<file path="src/rtl/operand_sort_stage.sv">
// Pre-align stage of the FP add/sub pipeline: orders the operands by magnitude,
// computes the saturated alignment shift and the effective operation, and
// buffers results in a two-entry skid buffer so in_ready comes from a register.

module operand_exchanger (
  input  logic        exchange,
  input  logic        sign_a,
  input  logic        sign_b,
  input  logic [7:0]  exp_a,
  input  logic [7:0]  exp_b,
  input  logic [23:0] frac_a,
  input  logic [23:0] frac_b,
  output logic        sorted_sign_a,
  output logic        sorted_sign_b,
  output logic [7:0]  sorted_exp_a,
  output logic [7:0]  sorted_exp_b,
  output logic [23:0] sorted_frac_a,
  output logic [23:0] sorted_frac_b
);

  // Swap both operands as a unit when asked; otherwise pass straight through.
  always_comb begin
    if (exchange) begin
      sorted_sign_a = sign_b;
      sorted_sign_b = sign_a;
      sorted_exp_a  = exp_b;
      sorted_exp_b  = exp_a;
      sorted_frac_a = frac_b;
      sorted_frac_b = frac_a;
    end else begin
      sorted_sign_a = sign_a;
      sorted_sign_b = sign_b;
      sorted_exp_a  = exp_a;
      sorted_exp_b  = exp_b;
      sorted_frac_a = frac_a;
      sorted_frac_b = frac_b;
    end
  end

endmodule

module operand_sort_stage #(
  parameter int TAG_WIDTH = 4,
  parameter int SHIFT_SAT = 26,
  localparam int SW = $clog2(SHIFT_SAT + 1)
) (
  input  logic                 clk,
  input  logic                 reset_n,
  input  logic                 flush,
  input  logic                 in_valid,
  output logic                 in_ready,
  input  logic                 in_subtract,
  input  logic                 in_sign_a,
  input  logic                 in_sign_b,
  input  logic [7:0]           in_exponent_a,
  input  logic [7:0]           in_exponent_b,
  input  logic [23:0]          in_fraction_a,
  input  logic [23:0]          in_fraction_b,
  input  logic [TAG_WIDTH-1:0] in_tag,
  output logic                 out_valid,
  input  logic                 out_ready,
  output logic                 out_sign_a,
  output logic                 out_sign_b,
  output logic [7:0]           out_exponent_a,
  output logic [7:0]           out_exponent_b,
  output logic [23:0]          out_fraction_a,
  output logic [23:0]          out_fraction_b,
  output logic [SW-1:0]        out_shift,
  output logic                 out_eff_sub,
  output logic                 out_swapped,
  output logic [TAG_WIDTH-1:0] out_tag
);

  typedef struct packed {
    logic                 sign_a;
    logic                 sign_b;
    logic [7:0]           exp_a;
    logic [7:0]           exp_b;
    logic [23:0]          frac_a;
    logic [23:0]          frac_b;
    logic [SW-1:0]        shift;
    logic                 eff_sub;
    logic                 swapped;
    logic [TAG_WIDTH-1:0] tag;
  } entry_t;

  typedef enum logic [1:0] {
    EMPTY = 2'd0,
    ONE   = 2'd1,
    FULL  = 2'd2
  } state_t;

  // The sorted exponent difference is never negative; clamp it to the
  // largest shift the alignment shifter can use.
  function automatic logic [SW-1:0] sat_shift(input logic [7:0] diff);
    if (int'(diff) > SHIFT_SAT) return SW'(SHIFT_SAT);
    return SW'(diff);
  endfunction

  logic        sign_b_eff_p0;
  logic        exchange_p0;
  logic        sorted_sign_a_p0;
  logic        sorted_sign_b_p0;
  logic [7:0]  sorted_exp_a_p0;
  logic [7:0]  sorted_exp_b_p0;
  logic [23:0] sorted_frac_a_p0;
  logic [23:0] sorted_frac_b_p0;
  logic [7:0]  exp_diff_p0;
  entry_t      ent_p0;

  entry_t      main_p1;
  entry_t      skid_p1;
  state_t      state;
  state_t      next_state;
  logic        accept;
  logic        pop;
  logic        load_main_in;
  logic        load_skid_in;
  logic        skid_to_main;

  // ---- stage p0: sort decision and derived fields (combinational) ----
  assign sign_b_eff_p0 = in_sign_b ^ in_subtract;
  assign exchange_p0   = {in_exponent_b, in_fraction_b} > {in_exponent_a, in_fraction_a};

  operand_exchanger u_exchanger (
    .exchange      (exchange_p0),
    .sign_a        (in_sign_a),
    .sign_b        (sign_b_eff_p0),
    .exp_a         (in_exponent_a),
    .exp_b         (in_exponent_b),
    .frac_a        (in_fraction_a),
    .frac_b        (in_fraction_b),
    .sorted_sign_a (sorted_sign_a_p0),
    .sorted_sign_b (sorted_sign_b_p0),
    .sorted_exp_a  (sorted_exp_a_p0),
    .sorted_exp_b  (sorted_exp_b_p0),
    .sorted_frac_a (sorted_frac_a_p0),
    .sorted_frac_b (sorted_frac_b_p0)
  );

  assign exp_diff_p0 = sorted_exp_a_p0 - sorted_exp_b_p0;

  // Pack the sorted operation into one buffer entry.
  always_comb begin
    ent_p0         = '0;
    ent_p0.sign_a  = sorted_sign_a_p0;
    ent_p0.sign_b  = sorted_sign_b_p0;
    ent_p0.exp_a   = sorted_exp_a_p0;
    ent_p0.exp_b   = sorted_exp_b_p0;
    ent_p0.frac_a  = sorted_frac_a_p0;
    ent_p0.frac_b  = sorted_frac_b_p0;
    ent_p0.shift   = sat_shift(exp_diff_p0);
    ent_p0.eff_sub = sorted_sign_a_p0 ^ sorted_sign_b_p0;
    ent_p0.swapped = exchange_p0;
    ent_p0.tag     = in_tag;
  end

  // ---- stage p1: two-entry skid buffer ----
  // Both handshake outputs decode the state register only, so no
  // combinational path runs from out_ready to in_ready.
  assign in_ready  = (state != FULL);
  assign out_valid = (state != EMPTY);
  assign accept    = in_valid & in_ready;
  assign pop       = out_valid & out_ready;

  // Occupancy state register.
  always_ff @(posedge clk or negedge reset_n) begin
    if (!reset_n) state <= EMPTY;
    else          state <= next_state;
  end

  // Next occupancy and data-movement strobes; flush wins over everything.
  always_comb begin
    next_state   = state;
    load_main_in = 1'b0;
    load_skid_in = 1'b0;
    skid_to_main = 1'b0;
    if (flush) begin
      next_state = EMPTY;
    end else begin
      case (state)
        EMPTY: begin
          if (accept) begin
            next_state   = ONE;
            load_main_in = 1'b1;
          end
        end
        ONE: begin
          if (accept && pop) begin
            load_main_in = 1'b1;
          end else if (accept) begin
            next_state   = FULL;
            load_skid_in = 1'b1;
          end else if (pop) begin
            next_state = EMPTY;
          end
        end
        FULL: begin
          if (pop) begin
            next_state   = ONE;
            skid_to_main = 1'b1;
          end
        end
        default: next_state = EMPTY;
      endcase
    end
  end

  // Entry data; cleared on reset so outputs read zero until the first accept.
  always_ff @(posedge clk or negedge reset_n) begin
    if (!reset_n) begin
      main_p1 <= '0;
      skid_p1 <= '0;
    end else begin
      if (load_main_in)      main_p1 <= ent_p0;
      else if (skid_to_main) main_p1 <= skid_p1;
      if (load_skid_in)      skid_p1 <= ent_p0;
    end
  end

  assign out_sign_a     = main_p1.sign_a;
  assign out_sign_b     = main_p1.sign_b;
  assign out_exponent_a = main_p1.exp_a;
  assign out_exponent_b = main_p1.exp_b;
  assign out_fraction_a = main_p1.frac_a;
  assign out_fraction_b = main_p1.frac_b;
  assign out_shift      = main_p1.shift;
  assign out_eff_sub    = main_p1.eff_sub;
  assign out_swapped    = main_p1.swapped;
  assign out_tag        = main_p1.tag;

endmodule
</file>
<file path="config.mk">
export PLATFORM = sky130hd
export DESIGN_NAME = operand_sort_stage
export DESIGN_NICKNAME = d
export VERILOG_FILES = /design/src/rtl/operand_sort_stage.sv
export SDC_FILE = /design/constraint.sdc
export NUM_CORES = 1
export LEC_CHECK = 0
export ABC_AREA = 1
export CORE_MARGIN = 2
export CORE_UTILIZATION = 25
export DETAILED_ROUTE_END_ITERATION = 6
export GPL_TIMING_DRIVEN = 1
export PLACE_DENSITY_LB_ADDON = 0.08
export SETUP_SLACK_MARGIN = 0.3
export SLEW_MARGIN = 5
export SYNTH_ARGS = -nofsm -noshare
export SYNTH_HDL_FRONTEND = slang
export SYNTH_SLANG_ARGS = --single-unit
</file>
<file path="constraint.sdc">
create_clock -name clk -period 6.8 [get_ports clk]
set_clock_uncertainty 0.2 [all_clocks]
set_input_delay 1.36 -clock clk [delete_from_list [all_inputs] [get_ports clk]]
set_output_delay 1.36 -clock clk [all_outputs]
set_load 0.02 [all_outputs]
</file>
After elaboration in Yosys (flattened, before gate mapping):

Cells that the tools add are included.

* register bits after elaboration: 156
* input port bits: 76
* logic and storage cells: 68

* $add $sub $neg: 1
* order comparisons: 2
* equal/unequal tests: 7
* muxes and demuxes: 28
* bitwise operators: 4
* reduce and logical (&&, ||, !) cells: 5

Operators with widths (count)
* 2-to-1 mux 77 bit: 2
* 2-to-1 mux 24 bit: 2
* greater-than comparator 32 bit: 1
* 2-to-1 mux 8 bit: 2
* 2-to-1 mux 1 bit: 12
* 2-to-1 mux 2 bit: 6
* 2-to-1 mux 5 bit: 2
* != test 3 bit, second input constant: 3
* greater-than comparator 8 x 5 -> 1 bit, second input constant: 1
* subtractor 8 bit: 1
* one-hot mux 2 bit (3 select lines): 1
* != test 4 bit, second input constant: 1
* AND reduction 4 bit: 1
* nonzero test 2 bit: 2
* bitwise AND 1 bit: 2
* == test 2 x 1 -> 1 bit, second input constant: 1
* == test 2 bit, second input constant: 1
* logical NOT 2 bit: 1
* != test 2 bit, second input constant: 1
* one-hot mux 1 bit (2 select lines): 1
* XOR 1 bit: 2
* logical AND 1 bit: 1

Longest topological paths before layout:

* depth after elaboration: 7
* mapped depth: 30

Modules after synthesis:

A second synthesis with hierarchy kept.

* cell total of the unflattened synthesis: 1103
* area total of the unflattened synthesis: 8570.7 sq um

By module, submodules not included
* operand_sort_stage: instances 1, cells an instance 890, area an instance 7741.2 sq um, seq. area each 3903.7 sq um
* operand_exchanger: instances 1, cells an instance 213, area an instance 829.5 sq um, seq. area each 0.0 sq um

Least setup slack after synthesis:

Ideal clock, no wire load.

* kind: input-to-reg
* start point: input in_exponent_a[3]
* end point: register main_p1 (netlist bit out_shift[1])
* setup time: 0.113 ns
* arrival: 3.719 ns
* setup slack: 2.768 ns
* stages on the path: 24
* path buffers: 1
* cell sequence: inv_1 ha_1 nand2_1 inv_1 nand4_2 inv_1 a21oi_1 nand2_4 nand2_4 buf_8 nand2_1 nand2_2 nand2_2 ha_1 inv_1 nand2_2 nand3_1 nand3_1 nand2_1 nand2_2 nor2_8 nand4_1 nand2_1 inv_1

* cells in the longest elaborated chain, start to end: 7
* elaborated cells between the ends (all ways): 8
* classes of those cells: add/sub: 1; order compare: 2; mux: 5

RTL lines
* start: declaration: RTL line 55 `input logic [7:0] in_exponent_a,`
* greater-than comparator 32 bit: RTL line 123 `assign exchange_p0 = {in_exponent_b, in_fraction_b} > {in_exponent_a, in_fraction_a};`
* 2-to-1 mux 8 bit: RTL line 23 `if (exchange) begin`
* subtractor 8 bit (*): RTL line 141 `assign exp_diff_p0 = sorted_exp_a_p0 - sorted_exp_b_p0;`
* greater-than comparator 8 x 5 -> 1 bit: RTL line 96 `if (int'(diff) > SHIFT_SAT) return SW'(SHIFT_SAT);`
* 2-to-1 mux 1 bit: RTL line 96
* 2-to-1 mux 5 bit (*): RTL line 97 `return SW'(diff);`
* 2-to-1 mux 77 bit (*): RTL line 215 `if (load_main_in) main_p1 <= ent_p0;`
* end signal: assignment: RTL line 215
* end signal: assignment: RTL line 216 `else if (skid_to_main) main_p1 <= skid_p1;`
* end: declaration: RTL line 111 `entry_t main_p1;`

Mark *: on every way between the ends. The rest lies on a longest branch, timed or not.
A chain may end at the register's enable or synchronous reset.

Final worst setup path:

* start point: input in_fraction_b[23]
* end point: register main_p1 (netlist bit out_shift[3])

* cells in the longest elaborated chain, start to end: 7
* elaborated cells between the ends (all ways): 8
* classes of those cells: add/sub: 1; order compare: 2; mux: 5

RTL lines
* start: declaration: RTL line 58 `input logic [23:0] in_fraction_b,`
* greater-than comparator 32 bit (*): RTL line 123
* 2-to-1 mux 8 bit: RTL line 23
* subtractor 8 bit (*): RTL line 141
* greater-than comparator 8 x 5 -> 1 bit: RTL line 96
* 2-to-1 mux 1 bit: RTL line 96
* 2-to-1 mux 5 bit (*): RTL line 97
* 2-to-1 mux 77 bit (*): RTL line 215

Marked as above.

==> out/metrics.yaml <==
outcome: "completed"
grt_max_degree: 91
die_w_microns: 187.7
drive_above_1_share_pct: 7.465
clock_path_buffers: 2
ctsRootBufferMaster: "clkbuf_16"
dp.cells: 1636
io_pins: 155
routed_wirelength_microns: 27940
slew_violations: 0
yosysWarnings: 0
initial_core_util_pct: 25.29
period_needed_ps: 5021
synth_top_cell_area_share_pct: 46.27
synth-seq-area-share_pct: 46.27
clkTransAtPathRegs_ps: 60
yosys-top-cells-count: "nand2_1, dfrtp_1, o21ai_0"
syn_to_final_growth_pct: 30.89
fill_cells: 3608
cts.sink_count: 156
fmax_mhz: 199.1
critical_path_class: "primary input to register"
grt_usage_pct: 16.30
cts-resized-gates: 0
fin_tns_setup_ps: 0
leakage_nw: 5.175
rsz0062_at_grt: "no"
dpl_cell_area_sq_mm: 0.01041
cp_common_cell: "nand2_2"
htreeDepth: 4
hold_path.class: "register to register"
port_buffers: 154
hold_viol: 0
synth.most_common_cell: "nand2_1"
cts_tree: "yes"
power_density_mw_per_mm2: 312.2
cp_cell_sequence: "clkdlybuf4s50_1 -> ha_1 -> nand2_1 -> nor2_1 -> nand4_1 -> nor2_4 -> nand2_2 -> nand2_4 -> nand2_1 -> nand2_2 -> nand2_2 -> ha_1 -> inv_1 -> nand2_2 -> nand3_1 -> nand3_1 -> nand2_1 -> nand2_2 -> nor2_8 -> nand4_1 -> nand2_1 -> inv_1"
cp.required_ps: 6930
die_area_sq_mm: 0.03523
r2r_slack_ps: 3910
dr.pass1.iters: 5
end_kind: "register"
worst_pin_slew_ps: 927.0
grt_overflow: 0
slew_headroom_pct: 38.20
syn_avg_cell_area_sq_um: 7.805
cts-buffers-inserted: 17
maxCapViolations: 0
clk_latency_ps: 430
crit_arrival_ps: 5150
design_area_sq_mm: 0.01104
yosysTopAreaCell: "dfrtp_1"
setup_viol: 0
fp-row-count: 67
hpwl_microns: 19280
antenna_found_initial: 0
worstSetupStartpointType: "primary input"
final_cells: 1667
syn-cell-area_sq_mm: 0.008437
slowest_delay_ps: 600
vias: 7445
synthTopCellsByArea: "dfrtp_1, nand2_1, o21ai_0"
dieHeight_microns: 187.7
syn_inst: 1081
ir_drop_mv: 0.1731
finalNetCount: 1316
drt_iter0_markers: 381
ys.flop_type: "dfrtp_1"
synth_cell_types: 38
synth_nets: 1190
wl_per_cell_microns: 16.76
hold-worst-slack_ps: 276.3
slowest_stage: "nand2_4"
postCtsSetupBuffers: 0
gp_congestion: 0.8260
num_antenna_cells: 0
antenna_left: 0
holdBufCountCts: 0
regArea_sq_mm: 0.003904
grt_pass1_vias: 7270
synth-edff-count: 0
async_flop_share_pct: 100.0
p_total_mw: 3.447
crit_fanout: 74
ys_seq_elements: 156
finalCritPeriodShare_pct: 73.84
vias_per_cell: 4.466
route.detailed.drc: 0
multi_input_area_sq_mm: 0.003990
core_region_area_sq_mm: 0.03336
grt_first_pass_wirelength_microns: 43750
==> where the power goes <==
part	switching [mW]	total (mW)	internal, mW
Sequential	0.154	1.35	1.20
Clock	0.390	1.03	0.643
Combinational	0.613	1.06	0.451
Total	1.16	3.45	2.29
==> cells by family (layout without fill, tap and decap cells) <==
family	after synthesis	in the layout	share of synthesized area, %
and+or+nand+nor	508	508	25.26
AOI/OAI and AO/OA	236	236	16.60
DFF	156	156	46.27
buffers and inverters	146	284	6.777
adders and majority gates	33	33	4.894
xor gates and xnor gates	2	2	0.2077
==> area by class of cell <==
class | instances | area share [%]
Tap cell | 448 | 5.076
Timing Repair Buffer | 165 | 14.72
Clock buffer | 25 | 4.759
Multi-Input combinational cell | 779 | 36.13
Sequential cell | 156 | 35.35
Clock inverter | 6 | 0.9517
Inverter | 88 | 3.014
==> state kept, by name, indices dropped and copies added, names as in the netlist <==
signal,flops
out_sign_b,1
out_exponent_a,8
out_fraction_a,24
out_sign_a,1
skid_p1,77
state,2
out_exponent_b,8
out_eff_sub,1
out_shift,5
out_tag,4
out_swapped,1
out_fraction_b,24
==> layout by cell type, fill, tap and decap left out, types with 23 or more instances in the layout <==
master / netlist / layout
nand2_1: 406 / 406
dfrtp_1: 156 / 156
clkdlybuf4s50_1: 0 / 153
o21ai_0: 132 / 132
inv_1: 84 / 83
o211ai_1: 69 / 69
ha_1: 33 / 33
nand3_1: 31 / 31
nand2_2: 25 / 25
nor2_1: 25 / 23
==> worst paths after layout <==
kind / from / to / depth (start not counted)
setup / recovery: in_fraction_b[23] / out_shift[3] / 22
hold / removal: out_fraction_a[15] / out_fraction_a[15] / 2
setup reg to reg: state[1] / out_exponent_a[0] / 10
hold reg to reg: out_fraction_a[15] / out_fraction_a[15] / 2
max in group asynchronous: reset_n / skid_p1[20] / 2
min in group asynchronous: reset_n / out_fraction_b[8] / 1
==> per-layer routing <==
layer | wire length [microns] | part of all wire [%] | vias up | track usage (%)
met3 | 1066 | 3.8 | 14 | 3.425
li1 | - | - | 3792 | -
met1 | 13770 | 49 | 3494 | 22.70
met2 | 12680 | 45 | 145 | 25.57
met4 | 427 | 1.5 | 0 | 4.482
met5 | 0 | 0 | - | 0
==> stage by stage <==
step	setup slack, ps	utilization [%]
2_1_floorplan	2768	-
3_3_place_gp	1264	31.21
3_5_place_dp	1266	31.21
4_1_cts	1711	33.10
5_1_grt	1407	33.10
6_report	1779	33.10
==> critical path: cells and delay by family <==
| family | cells | cell delay [ps] |
|---|---|---|
| adder cells (fa/ha/maj) | 2 | 570 |
| AND/OR/NAND/NOR | 17 | 2570 |
| buffers and inverters | 3 | 650 |
Power figures use the tool's default switching activity.
==> RTL edit: new RTL, same flow settings <==
The parameter `SHIFT_SAT` goes from 26 to 52.
--- a/src/rtl/operand_sort_stage.sv
+++ b/src/rtl/operand_sort_stage.sv
@@ -41,7 +41,7 @@
 
 module operand_sort_stage #(
   parameter int TAG_WIDTH = 4,
-  parameter int SHIFT_SAT = 26,
+  parameter int SHIFT_SAT = 52,
   localparam int SW = $clog2(SHIFT_SAT + 1)
 ) (
   input  logic                 clk,
Interface: changed (resized out_shift); port bits go from 155 to 156. No check against the original RTL was run, so the function may have changed too.
==> RTL edit against the unedited design <==
Design area fell by 0.25%; synthesized area about the same; critical path type unchanged; setup slack better by 49 ps; sequential cell count up 2; first-iteration DRC count grew 30%; largest power group unchanged; routed wire length shrank 1.4%; non-clock buffer count grew 1; total power up 1.2%.
==> RTL edit: results (changes against the unedited design) <==
Placement:
- The total half-perimeter wirelength after legalization and detailed placement is 19270 um (about the same).
- The total instance count after detailed placement is 1640 (+0.24%).
- The worst-case setup slack after placement came to 1334 ps (+68.65 ps).
- The instance area at placement is 10410 um^2 (about the same).
- The last weighted congestion value of the routability-driven placer was 0.8195 (-0.79%).

Drt:
- The routed length per instance is 16.47 um (-1.7%).
- The via count normalized by instance count is 4.473 (+0.16%).
- The DRC violation total after the first TritonRoute iteration is 495 (+30%).

Cells and area:
- The proportion of cell area spent on the clock network is 5.497% (-0.21 points).
- The net count of the finished layout is 1319 (+0.23%).
- The filler-free cell count of the finished design was 1672 (+0.30%).
- The fill cell total of the finished layout is 3586 (-0.61%).
- The area of the multi-input gates was 3936 um^2 (-1.3%).
- The multi-input combinational area share is 35.73% (-0.40 points).
- The number of flip-flops in the largest register is 78 (+1.3%).
- The number of ordinary and repair buffers in the finished layout is 166 (+0.61%).

Global route:
- The global-route wire length before repair was 43870 um (+0.28%).
- The total global routing track utilization is 16.15% (-0.15 points).

Yosys:
- Yosys attributes the largest share of cell area to sky130_fd_sc_hd__dfrtp_1, sky130_fd_sc_hd__nand2_1, sky130_fd_sc_hd__o21ai_0.
- The fraction of the mapped netlist area in compound gates is 16.26% (-0.34 points).
- Ranked by instance count, the synthesized netlist is headed by sky130_fd_sc_hd__nand2_1, sky130_fd_sc_hd__dfrtp_1, sky130_fd_sc_hd__o21ai_0, sky130_fd_sc_hd__inv_1, sky130_fd_sc_hd__o211ai_1.
- The number of synthesized register bits is 158 (+1.3%).
- The count of cell types in the netlist came to 36 (-5.3%).
- The sequential area share after synthesis is 46.84% (+0.57 points).
- The xor-xnor portion of the synthesized cell area was 0.2075% (about the same).
- The number of cells produced by synthesis came to 1086 (+0.46%).

Pwr:
- The switching share of total power is 35.36% (+1.8 points).
- The clock group share of total power came to 29.2% (-0.8 points).
- The maximum vdd drop is 0.1769 mV (+2.2%).
- The static leakage is 0.005188 uW (+0.25%).

Setup path:
- The arrival time at the worst endpoint is 5080 ps (-70 ps).
- The highest net fanout along the worst path is 36 (-51%).
- The slowest stage cell on the critical path is sky130_fd_sc_hd__clkdlybuf4s50_1.

Run status:
- The run finished with clean final reports.
==> RTL edit: cell count changes in the layout (fill, tap and decap cells not counted), sizes merged, moves of 6 or more <==
cell / change
o21ai: -23
a21oi: +29
nand2: -18
nor2: +22
clkbuf: -6
==> RTL edit: worst paths after layout <==
| kind | start | to | slack (ps) | cells after the start |
|---|---|---|---|---|
| min | skid_p1[69] | skid_p1[69] | 280 | 2 |
| max in group asynchronous | reset_n | out_shift[2] | 4500 | 2 |
| min reg2reg | skid_p1[69] | skid_p1[69] | 280 | 2 |
| max | in_exponent_a[4] | skid_p1[10] | 1830 | 21 |
| min in group asynchronous | reset_n | out_fraction_a[8] | 700 | 1 |
| max reg2reg | state[0] | out_fraction_a[7] | 4140 | 8 |
==> RTL edit: routing by layer <==
metal	global-route usage (%)	up-vias	part of all wire (%)
li1	-	3809	-
met1	23.92	3490	52
met2	24.25	162	43
met3	2.864	18	4.2
met4	3.876	0	1.1
met5	0	-	0
